--- config.mk ---
export PLATFORM = sky130hd
export DESIGN_NAME = ad7276_sample_scheduler
export DESIGN_NICKNAME = d
export VERILOG_FILES = /design/src/rtl/ad7276_sample_scheduler.sv
export SDC_FILE = /design/constraint.sdc
export NUM_CORES = 1
export LEC_CHECK = 0
export ABC_AREA = 1
export ABC_CLOCK_PERIOD_IN_PS = 2450
export CAP_MARGIN = 20
export CORE_MARGIN = 2
export CORE_UTILIZATION = 55
export CTS_CLUSTER_DIAMETER = 60
export DETAILED_ROUTE_END_ITERATION = 6
export GPL_ROUTABILITY_DRIVEN = 0
export PLACE_DENSITY = 0.82
export RECOVER_POWER = 25
export SYNTH_ARGS = -nofsm -noshare
export SYNTH_HDL_FRONTEND = slang
export SYNTH_SLANG_ARGS = --single-unit
--- constraint.sdc ---
create_clock -name clk -period 2.45 [get_ports clk]
set_clock_uncertainty 0.15 [all_clocks]
set_input_delay 0.245 -clock clk [delete_from_list [all_inputs] [get_ports clk]]
set_output_delay 0.245 -clock clk [all_outputs]
set_load 0.01 [all_outputs]
--- src/rtl/ad7276_sample_scheduler.sv ---
// ad7276_sample_scheduler
// Sample-rate sequencer for the dual-channel AD7276 capture engine: derives
// the sample tick, requests one conversion per tick, packs both channel
// results into a 32-bit AXI4-Stream beat and frames the stream with tlast.
// Optional build macro: AD7276_OVERRUN_CNT_EN adds the 16-bit saturating
// overrun_count register; without it overrun_count is tied to zero.
module ad7276_sample_scheduler #(
  parameter int ADC_LENGTH = 12,
  parameter int FRAME_LEN  = 256,
  parameter int MIN_DIV    = 16
) (
  input  logic                  clk,
  input  logic                  rst,
  input  logic                  enable,
  input  logic [31:0]           sample_div,
  input  logic [15:0]           burst_len,
  output logic                  conv_start,
  input  logic                  conv_done,
  input  logic [ADC_LENGTH-1:0] adc_data1,
  input  logic [ADC_LENGTH-1:0] adc_data2,
  output logic [31:0]           m_axis_tdata,
  output logic                  m_axis_tvalid,
  input  logic                  m_axis_tready,
  output logic                  m_axis_tlast,
  output logic                  busy,
  output logic                  done,
  output logic                  overrun,
  input  logic                  overrun_clr,
  output logic [15:0]           overrun_count
);

  localparam int FRAME_W = (FRAME_LEN > 1) ? $clog2(FRAME_LEN) : 1;
  localparam logic [FRAME_W-1:0] FRAME_LAST = FRAME_W'(FRAME_LEN - 1);

  typedef enum logic [1:0] {
    S_IDLE = 2'd0,
    S_WAIT = 2'd1,
    S_CONV = 2'd2,
    S_PUSH = 2'd3
  } state_t;

  state_t               r_state;
  state_t               w_next_state;
  logic [31:0]          r_cnt;
  logic [31:0]          r_eff_div;
  logic [15:0]          r_burst;
  logic [15:0]          r_beat_cnt;
  logic [FRAME_W-1:0]   r_frame_cnt;
  logic [31:0]          w_eff_div;
  logic                 w_tick;
  logic                 w_handshake;
  logic                 w_burst_end;
  logic                 w_conv_start_nxt;
  logic                 w_load;
  logic                 w_done_nxt;
  logic                 w_drop;
  logic                 w_tlast_nxt;
  logic                 w_busy_nxt;

  // Effective divider: 0 selects the 48-clock default, small values clamp up
  always_comb begin
    if (sample_div == 32'd0) begin
      w_eff_div = 32'd48;
    end else if (sample_div < 32'(MIN_DIV)) begin
      w_eff_div = 32'(MIN_DIV);
    end else begin
      w_eff_div = sample_div;
    end
  end

  assign w_tick      = (r_state != S_IDLE) && (r_cnt == (r_eff_div - 32'd1));
  assign w_handshake = m_axis_tvalid && m_axis_tready;
  assign w_burst_end = (r_burst != 16'd0) && (r_beat_cnt == (r_burst - 16'd1));

  // State register
  always_ff @(posedge clk) begin
    if (rst) begin
      r_state <= S_IDLE;
    end else begin
      r_state <= w_next_state;
    end
  end

  // Next-state decode; a tick in WAIT takes priority over a dropped enable
  always_comb begin
    w_next_state = r_state;
    case (r_state)
      S_IDLE: begin
        if (enable) w_next_state = S_WAIT;
        else        w_next_state = S_IDLE;
      end
      S_WAIT: begin
        if (w_tick)       w_next_state = S_CONV;
        else if (!enable) w_next_state = S_IDLE;
        else              w_next_state = S_WAIT;
      end
      S_CONV: begin
        if (conv_done) w_next_state = S_PUSH;
        else           w_next_state = S_CONV;
      end
      S_PUSH: begin
        if (w_handshake) begin
          if (w_burst_end || !enable) w_next_state = S_IDLE;
          else                        w_next_state = S_WAIT;
        end else begin
          w_next_state = S_PUSH;
        end
      end
      default: w_next_state = S_IDLE;
    endcase
  end

  // Output decode: next values for the registered outputs
  always_comb begin
    w_conv_start_nxt = (r_state == S_WAIT) && w_tick;
    w_load           = (r_state == S_CONV) && conv_done;
    w_done_nxt       = (r_state == S_PUSH) && w_handshake && w_burst_end;
    w_drop           = w_tick && ((r_state == S_CONV) || (r_state == S_PUSH));
    w_tlast_nxt      = (r_frame_cnt == FRAME_LAST) || w_burst_end;
    w_busy_nxt       = (w_next_state != S_IDLE);
  end

  // Period counter, run latches, beat/frame counters and registered outputs
  always_ff @(posedge clk) begin
    if (rst) begin
      r_cnt         <= 32'd0;
      r_eff_div     <= 32'd0;
      r_burst       <= 16'd0;
      r_beat_cnt    <= 16'd0;
      r_frame_cnt   <= '0;
      conv_start    <= 1'b0;
      done          <= 1'b0;
      busy          <= 1'b0;
      overrun       <= 1'b0;
      m_axis_tvalid <= 1'b0;
      m_axis_tlast  <= 1'b0;
      m_axis_tdata  <= 32'd0;
    end else begin
      conv_start <= w_conv_start_nxt;
      done       <= w_done_nxt;
      busy       <= w_busy_nxt;
      if (r_state == S_IDLE) begin
        r_cnt <= 32'd0;
        if (enable) begin
          r_eff_div   <= w_eff_div;
          r_burst     <= burst_len;
          r_beat_cnt  <= 16'd0;
          r_frame_cnt <= '0;
        end
      end else if (w_tick) begin
        r_cnt <= 32'd0;
      end else begin
        r_cnt <= r_cnt + 32'd1;
      end
      if (w_load) begin
        m_axis_tvalid <= 1'b1;
        m_axis_tlast  <= w_tlast_nxt;
        m_axis_tdata  <= {16'(adc_data2), 16'(adc_data1)};
      end else if (w_handshake) begin
        m_axis_tvalid <= 1'b0;
        r_beat_cnt    <= r_beat_cnt + 16'd1;
        if (r_frame_cnt == FRAME_LAST) r_frame_cnt <= '0;
        else                           r_frame_cnt <= r_frame_cnt + FRAME_W'(1);
      end
      if (w_drop)           overrun <= 1'b1;
      else if (overrun_clr) overrun <= 1'b0;
    end
  end

`ifdef AD7276_OVERRUN_CNT_EN
  logic [15:0] r_ovr_cnt;

  // Saturating lost-tick counter; a coincident clear and drop loads 1
  always_ff @(posedge clk) begin
    if (rst) begin
      r_ovr_cnt <= 16'd0;
    end else if (w_drop) begin
      if (overrun_clr)               r_ovr_cnt <= 16'd1;
      else if (r_ovr_cnt != 16'hFFFF) r_ovr_cnt <= r_ovr_cnt + 16'd1;
    end else if (overrun_clr) begin
      r_ovr_cnt <= 16'd0;
    end
  end

  assign overrun_count = r_ovr_cnt;
`else
  assign overrun_count = 16'd0;
`endif

endmodule
==> results of run 1 <==
==> cell type report <==
| type | count | area share (%) |
|---|---|---|
| Clock buffer | 17 | 4.02 |
| Clock inverter | 15 | 1.45 |
| Sequential cell | 136 | 25.9 |
| Inverter | 113 | 4.03 |
| Tap cell | 184 | 2.17 |
| Multi-Input combinational cell | 950 | 48.1 |
| Timing Repair Buffer | 161 | 14.4 |
==> synthesized netlist by cell type, drive strengths merged (7+ instances only) <==
master / instances / area (sq um)
nand4: 19 / 119
nor2: 230 / 1000
or2: 8 / 50.1
clkbuf: 26 / 97.6
nor3: 26 / 151
nand2: 305 / 1180
a211oi: 7 / 52.6
nor4: 12 / 81.3
buf: 30 / 260
nand3: 72 / 370
dfxtp: 136 / 2720
xor2: 39 / 342
inv: 110 / 413
nand3b: 10 / 75.1
xnor2: 32 / 280
o21ai: 61 / 305
a21oi: 67 / 362
==> state kept, by name, summed over array words and instances (netlist names) <==
name / cells
r_cnt: 32
r_eff_div: 32
m_axis_tdata: 24
r_beat_cnt: 16
r_burst: 16
r_frame_cnt: 8
r_state: 2
busy: 1
conv_start: 1
done: 1
m_axis_tlast: 1
m_axis_tvalid: 1
overrun: 1
==> final timing paths <==
check | from | endpoint | slack, ns
setup reg to reg | r_eff_div[7] | r_cnt[5] | 0.09
setup / recovery | r_eff_div[7] | r_cnt[5] | 0.09
hold reg to reg | r_frame_cnt[5] | r_frame_cnt[5] | 0.32
hold / removal | rst | r_beat_cnt[1] | 0.02
==> worst max-delay path, delay by kind of cell, from the launching register on <==
| kind | cells | cell delay [ns] |
|---|---|---|
| AND/OR/NAND/NOR | 12 | 1.40 |
| buffers and inverters | 2 | 0.33 |
| flip-flops | 1 | 0.36 |
==> stage by stage <==
step	instance area (sq um)	std cells	hold WS (ns)	TNS, ns
after floorplan	8310	1255	0.198	0
after global placement	9540	1525	0.306	0
after detailed placement	9540	1525	0.310	-1.43
after CTS	10100	1559	0.0123	0
after global routing	10600	1576	0.0246	-0.484
final	10600	1576	0.0233	0
==> cells by family (layout without fill, tap and decap cells) <==
| kind of cell | Yosys count | count (layout) | share of synthesized area, % |
|---|---|---|---|
| AOI/OAI and AO/OA | 158 | 158 | 11.0 |
| xor gates and xnor gates | 72 | 72 | 7.84 |
| adders and majority gates | 6 | 6 | 0.913 |
| buffers and inverters | 169 | 306 | 9.51 |
| DFF | 136 | 136 | 33.1 |
| other | 1 | 24 | 0.0456 |
| and+or+nand+nor | 690 | 690 | 37.5 |
==> what timing repair did <==
item	in CTS	in global routing
pin swaps	0	20
resized for setup	2	95
setup buffers	2	15
setup endpoints to repair	28	38
cloned	0	2
==> power groups by stage <==
stage	clock (mW)	combinational, mW	sequential (mW)
after CTS	2.57	1.12	2.34
after floorplan	0	0.788	2.37
after detailed placement	0	1.10	2.39
after global routing	2.69	1.39	2.36
after global placement	0	1.09	2.39
final	2.55	1.25	2.36
==> metal layers <==
metal,track usage [%],up-vias,wire (microns)
li1,-,4236,-
met1,37.1,3907,9730
met2,44.6,417,10300
met3,9.01,73,2380
met4,12.1,0,827
met5,0,-,0
==> impl_results.md, run 1 <==
* Status: completed
* Max frequency at 423 MHz
* Largest net degree at the start of global routing at 39
* Hold Buf Count CTS at 0
* Reg2reg path depth at 14
* Crit share post-route at about 97%
* Post-synth EDFFs at 0
* Required @ worst endpoint at around 2.6 ns
* Cell mode on critical path: nor2_2
* Wire per inst at 14.8 microns
* Max Fanout on Critical Path at 8
* Switch Pwr at 1.93 mW
* Drc violations at 0
* Hold Vio Cnt, Final at 0
* Syn Inst Count at 1232
* Row cnt at 44
* Dpl ws at -0.0646 ns
* CP peak stage delay at approximately 0.36 ns
* Area Growth Syn to Fin at 28.9%
* CTS tree: built
* Slowest CP cell: dfxtp_1
* Commonest non-fill, non-tap cell in the layout: nand2_1
* Root buffer cell: clkbuf_16
* Core box area at 0.0146 sq mm
* Rel. slew slack at between 40% and 50%
* Hold Path Cell Cnt at 2
* Register area share after synthesis at ~33%
* P_leak at 4.37 nW
* Min Tclk post-route at ~2.4 ns
* Total power at between 6 and 7 mW
* Final wirelength at 23300 microns
* Area of the multi-input gates at 0.00509 sq mm
* Die area at between 0.015 and 0.02 sq mm
* Crit path launch type: flop
* Final core utilization at 72.6%
* Internal at between 4 and 5 mW
* FFs w/ async S/R, synth at 0%
* Initial antenna violation count at 0
* Syn Area/Cell at 6.67 sq um
* Sw Share at roughly a third
* Post-DP HPWL at around 17000 microns
* Comb pwr share at between 20% and 30%
* Ys Warns at 0
* Peak VDD IR at around 0.00053 V
* Dominant synthesized flop cell: dfxtp_1
* GRT Residual Overflow at 0
* Worst slew pin tran at 0.796 ns
* Worst-path clk slew at 0.07 ns
* Port Buffers at between 100 and 150
* Most frequent cells in the layout: nand2_1, nor2_1, dfxtp_1, clkdlybuf4s50_1, inv_1
* Clk sink count at 136
* Pre-antenna DRT Iters at 7
* Clock network fraction of design power at 41.4%
* FF+latch count, synth at 136
* Worst hold path type: input port to flop
* CTS max path bufs at 2
* Vias in the first global route at about 8.0k
* CP Capture Type: flop
* Synth Cell Area at 0.00822 sq mm
* Pwr Density at around 580 mW/mm^2
* First-pass GRT wire length at 37400 microns
* # diodes at 0
* PnR worst setup slack at 0.0857 ns
* Total GRT Usage at 28.8%
* # IOs at 132
* Vias after detailed routing at 8633
* Floorplan die height at 126 microns
* Synth cell types at 54
* Max-cap violations at 0
* Register Area at 0.00274 sq mm
* Seq pwr share at between 30% and 40%
* Worst-Skew Late Latency at 0.43 ns
* TritonCTS buffer count at 17
* Slew Viols, Final at 0
* Layout cells sized above 1 at 16.1%
* Initial core utilization at 56.3%
* Setup CP Type: flop to flop
* Final nets at 1463
* Fillers at 1169
* Die X at 126 microns
* Critical Path AT at 2.54 ns
* Vias per cell at 5.48
* Iteration-0 DRC Markers at 718
* H-Tree Depth at 4
* Post-route ant nets at 0
* Worst-path cell chain: nor2_2 -> nand2_4 -> nor2_8 -> buf_4 -> nand4_1 -> nand3_1 -> nand2_1 -> nor2_1 -> nand2_1 -> nor2_2 -> nand3_4 -> nand2_8 -> clkbuf_16 -> nor2_2
* # setup viols final at 0
Power figures use the tool's default switching activity.
==> inputs of run 2 (changes only) <==
--- a/config.mk
+++ b/config.mk
@@ -8,11 +8,13 @@
 export ABC_AREA = 1
 export ABC_CLOCK_PERIOD_IN_PS = 2450
 export CAP_MARGIN = 20
+export CORE_ASPECT_RATIO = 0.8
 export CORE_MARGIN = 2
 export CORE_UTILIZATION = 55
 export CTS_CLUSTER_DIAMETER = 60
 export DETAILED_ROUTE_END_ITERATION = 6
 export GPL_ROUTABILITY_DRIVEN = 0
+export HOLD_SLACK_MARGIN = 0.15
 export PLACE_DENSITY = 0.82
 export RECOVER_POWER = 25
 export SYNTH_ARGS = -nofsm -noshare
==> run 2 against run 1 <==
The run now ends with DRC, setup timing left. Sequential share of layout area down 0.16 points. Core utilization up 1.3 points. Setup slack worse by 0.10 ns. Die area about the same. Non-clock buffer count down 9. Hold slack better by 0.22 ns. Largest power group unchanged. Clock power up 2%. Routed wire length up 2.6%. Critical path type unchanged. Via count up 0.34%. Sequential cell count unchanged. Register-to-register slack worse by 0.10 ns. Largest cell class unchanged.
==> impl_results.md, run 2 (synthesis results as in run 1) <==
* Cell mode on critical path: nand2_1 (was nor2_2)
* Worst-path clk slew at 0.07 ns (about the same)
* Vias after detailed routing at 8662 (was 8633)
* Layout cells sized above 1 at 15.8% (was 16.1%)
* GRT Residual Overflow at 0 (unchanged)
* Sw Share at 31.8% (was 31.4%)
* Cells after DPL at 1519 (was 1525)
* Area of the multi-input gates at 0.00516 sq mm (was 0.00509 sq mm)
* Rel. slew slack at 64.0% (was 46.9%)
* Worst hold path type: input port to flop (unchanged)
* Failing checks: DRC, setup timing
* Clock network fraction of design power at 41.6% (was 41.4%)
* Hold Vio Cnt, Final at 0 (unchanged)
* Fillers at 1116 (was 1169)
* Internal at 4.27 mW (was 4.23 mW)
* Die area at 0.0159 sq mm (about the same)
* Top flop regs: r_cnt (32), r_eff_div (32), m_axis_tdata (24) (unchanged)
* Max frequency at 406 MHz (was 423 MHz)
* Max Fanout on Critical Path at 8 (unchanged)
* Post-DP HPWL at 16600 microns (was 17000 microns)
* Floorplan die height at 113 microns (was 126 microns)
* Peak VDD IR at 0.000500 V (was 0.000529 V)
* Max-cap violations at 0 (unchanged)
* Drc violations at 5 (was 0)
* Pre-antenna DRT Iters at 7 (unchanged)
* Worst slew pin tran at 0.540 ns (was 0.796 ns)
* CTS tree: built (unchanged)
* Most frequent cells in the layout: nand2_1, nor2_1, dfxtp_1, clkdlybuf4s50_1, inv_1 (unchanged)
* Crit share post-route at 101% (was 96.5%)
* Initial core utilization at 56.9% (was 56.3%)
* P_leak at 4.39 nW (was 4.37 nW)
* First-pass GRT wire length at 37400 microns (about the same)
* TritonCTS buffer count at 17 (unchanged)
* Register Area at 0.00274 sq mm (about the same)
* Core box area at 0.0144 sq mm (was 0.0146 sq mm)
* # IOs at 132 (unchanged)
* Final core utilization at 73.9% (was 72.6%)
* # setup viols final at 8 (was 0)
* Wire per inst at 15.2 microns (was 14.8 microns)
* Status: finished, violations left (was completed)
* Required @ worst endpoint at 2.62 ns (about the same)
* Slew Viols, Final at 0 (unchanged)
* Critical Path AT at 2.64 ns (was 2.54 ns)
* Final wirelength at 23800 microns (was 23300 microns)
* Post-route ant nets at 0 (unchanged)
* Area Growth Syn to Fin at 29.8% (was 28.9%)
* Initial antenna violation count at 0 (unchanged)
* CP peak stage delay at 0.36 ns (about the same)
* CP delay by family, top: simple AND/OR/NAND/NOR gates (unchanged)
* Vias in the first global route at 7671 (was 8015)
* Seq pwr share at 37.7% (was 38.3%)
* CTS max path bufs at 2 (unchanged)
* Min Tclk post-route at 2.46 ns (was 2.36 ns)
* Setup CP Type: flop to flop (unchanged)
* Comb pwr share at 20.7% (was 20.4%)
* RSZ-0062 raised after global routing: yes
* Worst-Skew Late Latency at 0.43 ns (about the same)
* Row cnt at 39 (was 44)
* CP Capture Type: flop (unchanged)
* Crit path launch type: flop (unchanged)
* Final setup TNS at -0.0598 ns (was 0 ns)
* Commonest non-fill, non-tap cell in the layout: nand2_1 (unchanged)
* Final nets at 1454 (was 1463)
* Largest net degree at the start of global routing at 60 (was 39)
* Clk sink count at 136 (unchanged)
* Slowest CP cell: dfxtp_4 (was dfxtp_1)
* # diodes at 0 (unchanged)
* Total GRT Usage at 28.7% (was 28.8%)
* H-Tree Depth at 4 (unchanged)
* Pwr Density at 587 mW/mm^2 (was 582 mW/mm^2)
* Switch Pwr at 1.99 mW (was 1.93 mW)
* Iteration-0 DRC Markers at 778 (was 718)
* Port Buffers at 107 (unchanged)
* Root buffer cell: clkbuf_16 (unchanged)
* Worst-path cell chain: inv_4 -> ha_4 -> nand2_8 -> nor2_8 -> buf_12 -> nand3_1 -> nand2_1 -> nand2_1 -> nand2_1 -> nand4_1 -> nor2_1 -> nand3_4 -> nand2_8 -> clkbuf_16 -> nor2_2 (was nor2_2 -> nand2_4 -> nor2_8 -> buf_4 -> nand4_1 -> nand3_1 -> nand2_1 -> nor2_1 -> nand2_1 -> nor2_2 -> nand3_4 -> nand2_8 -> clkbuf_16 -> nor2_2)
* PnR worst setup slack at -0.0143 ns (was 0.0857 ns)
* Die X at 141 microns (was 126 microns)
* Non-filler cells, final at 1567 (was 1576)
* Worst path bufs/invs at 3 (was 2)
* Vias per cell at 5.53 (was 5.48)
run 2: changes by cell type in the layout (fill, tap and decap cells not counted), sizes merged:
cell / delta
buf: -7
clkbuf: -2
clkdlybuf4s50: +1
clkinv: +1
inv: -2
run 2: final cells by class:
type	instances	share of cell area, %
Clock buffer	18	4.12
Clock inverter	14	1.45
Inverter	113	4.02
Multi-Input combinational cell	950	48.3
Sequential cell	136	25.7
Tap cell	184	2.16
Timing Repair Buffer	152	14.2
run 2: final timing paths:
path / from / endpoint / slack [ns] / cells after the start
setup reg to reg: r_eff_div[1] / r_cnt[4] / -0.01 / 15
setup / recovery: r_eff_div[1] / r_cnt[4] / -0.01 / 15
hold reg to reg: r_frame_cnt[5] / r_frame_cnt[5] / 0.32 / 2
hold / removal: adc_data1[4] / m_axis_tdata[4] / 0.25 / 3
run 2: worst min-delay path, cell delays in order:
cell and delay, ns:
clkdlybuf4s50_1 0.40, nor2_1 0.10, nor2_1 0.05
run 2: power groups by stage:
stage	clock network, mW	registers [mW]	logic [mW]
3_3_place_gp	0	2.39	1.09
5_1_grt	2.73	2.37	1.42
4_1_cts	2.62	2.34	1.13
2_1_floorplan	0	2.37	0.788
3_5_place_dp	0	2.39	1.11
6_report	2.60	2.36	1.30
run 2: what timing repair did:
action                                 CTS  global route
pin swaps                                0            26
cloned                                   0             2
hold buffers                             1             0
buffers inserted                         0            13
endpoints found under the hold margin    5             0
gates resized for setup                  4           107
setup endpoints to repair               31            40
run 2: through the flow:
stage	power, mW	instance area (sq um)	hold WS (ns)	worst slack (ns)
floorplan	3.16	8310	0.198	0.219
global placement	3.48	9520	0.303	0.0393
detailed placement	3.50	9520	0.308	-0.0711
CTS	6.10	10100	0.246	0.0223
global route	6.52	10700	0.257	-0.129
finish	6.26	10700	0.247	-0.0143
run 2: metal layers:
layer  global-route usage [%]  vias to the layer above  part of all wire, %
li1                         -                     4208                    -
met1                     40.5                     3942                   45
met2                     44.1                      452                   44
met3                     7.24                       60                   10
met4                     7.33                        0                  1.8
met5                        0                        -                    0
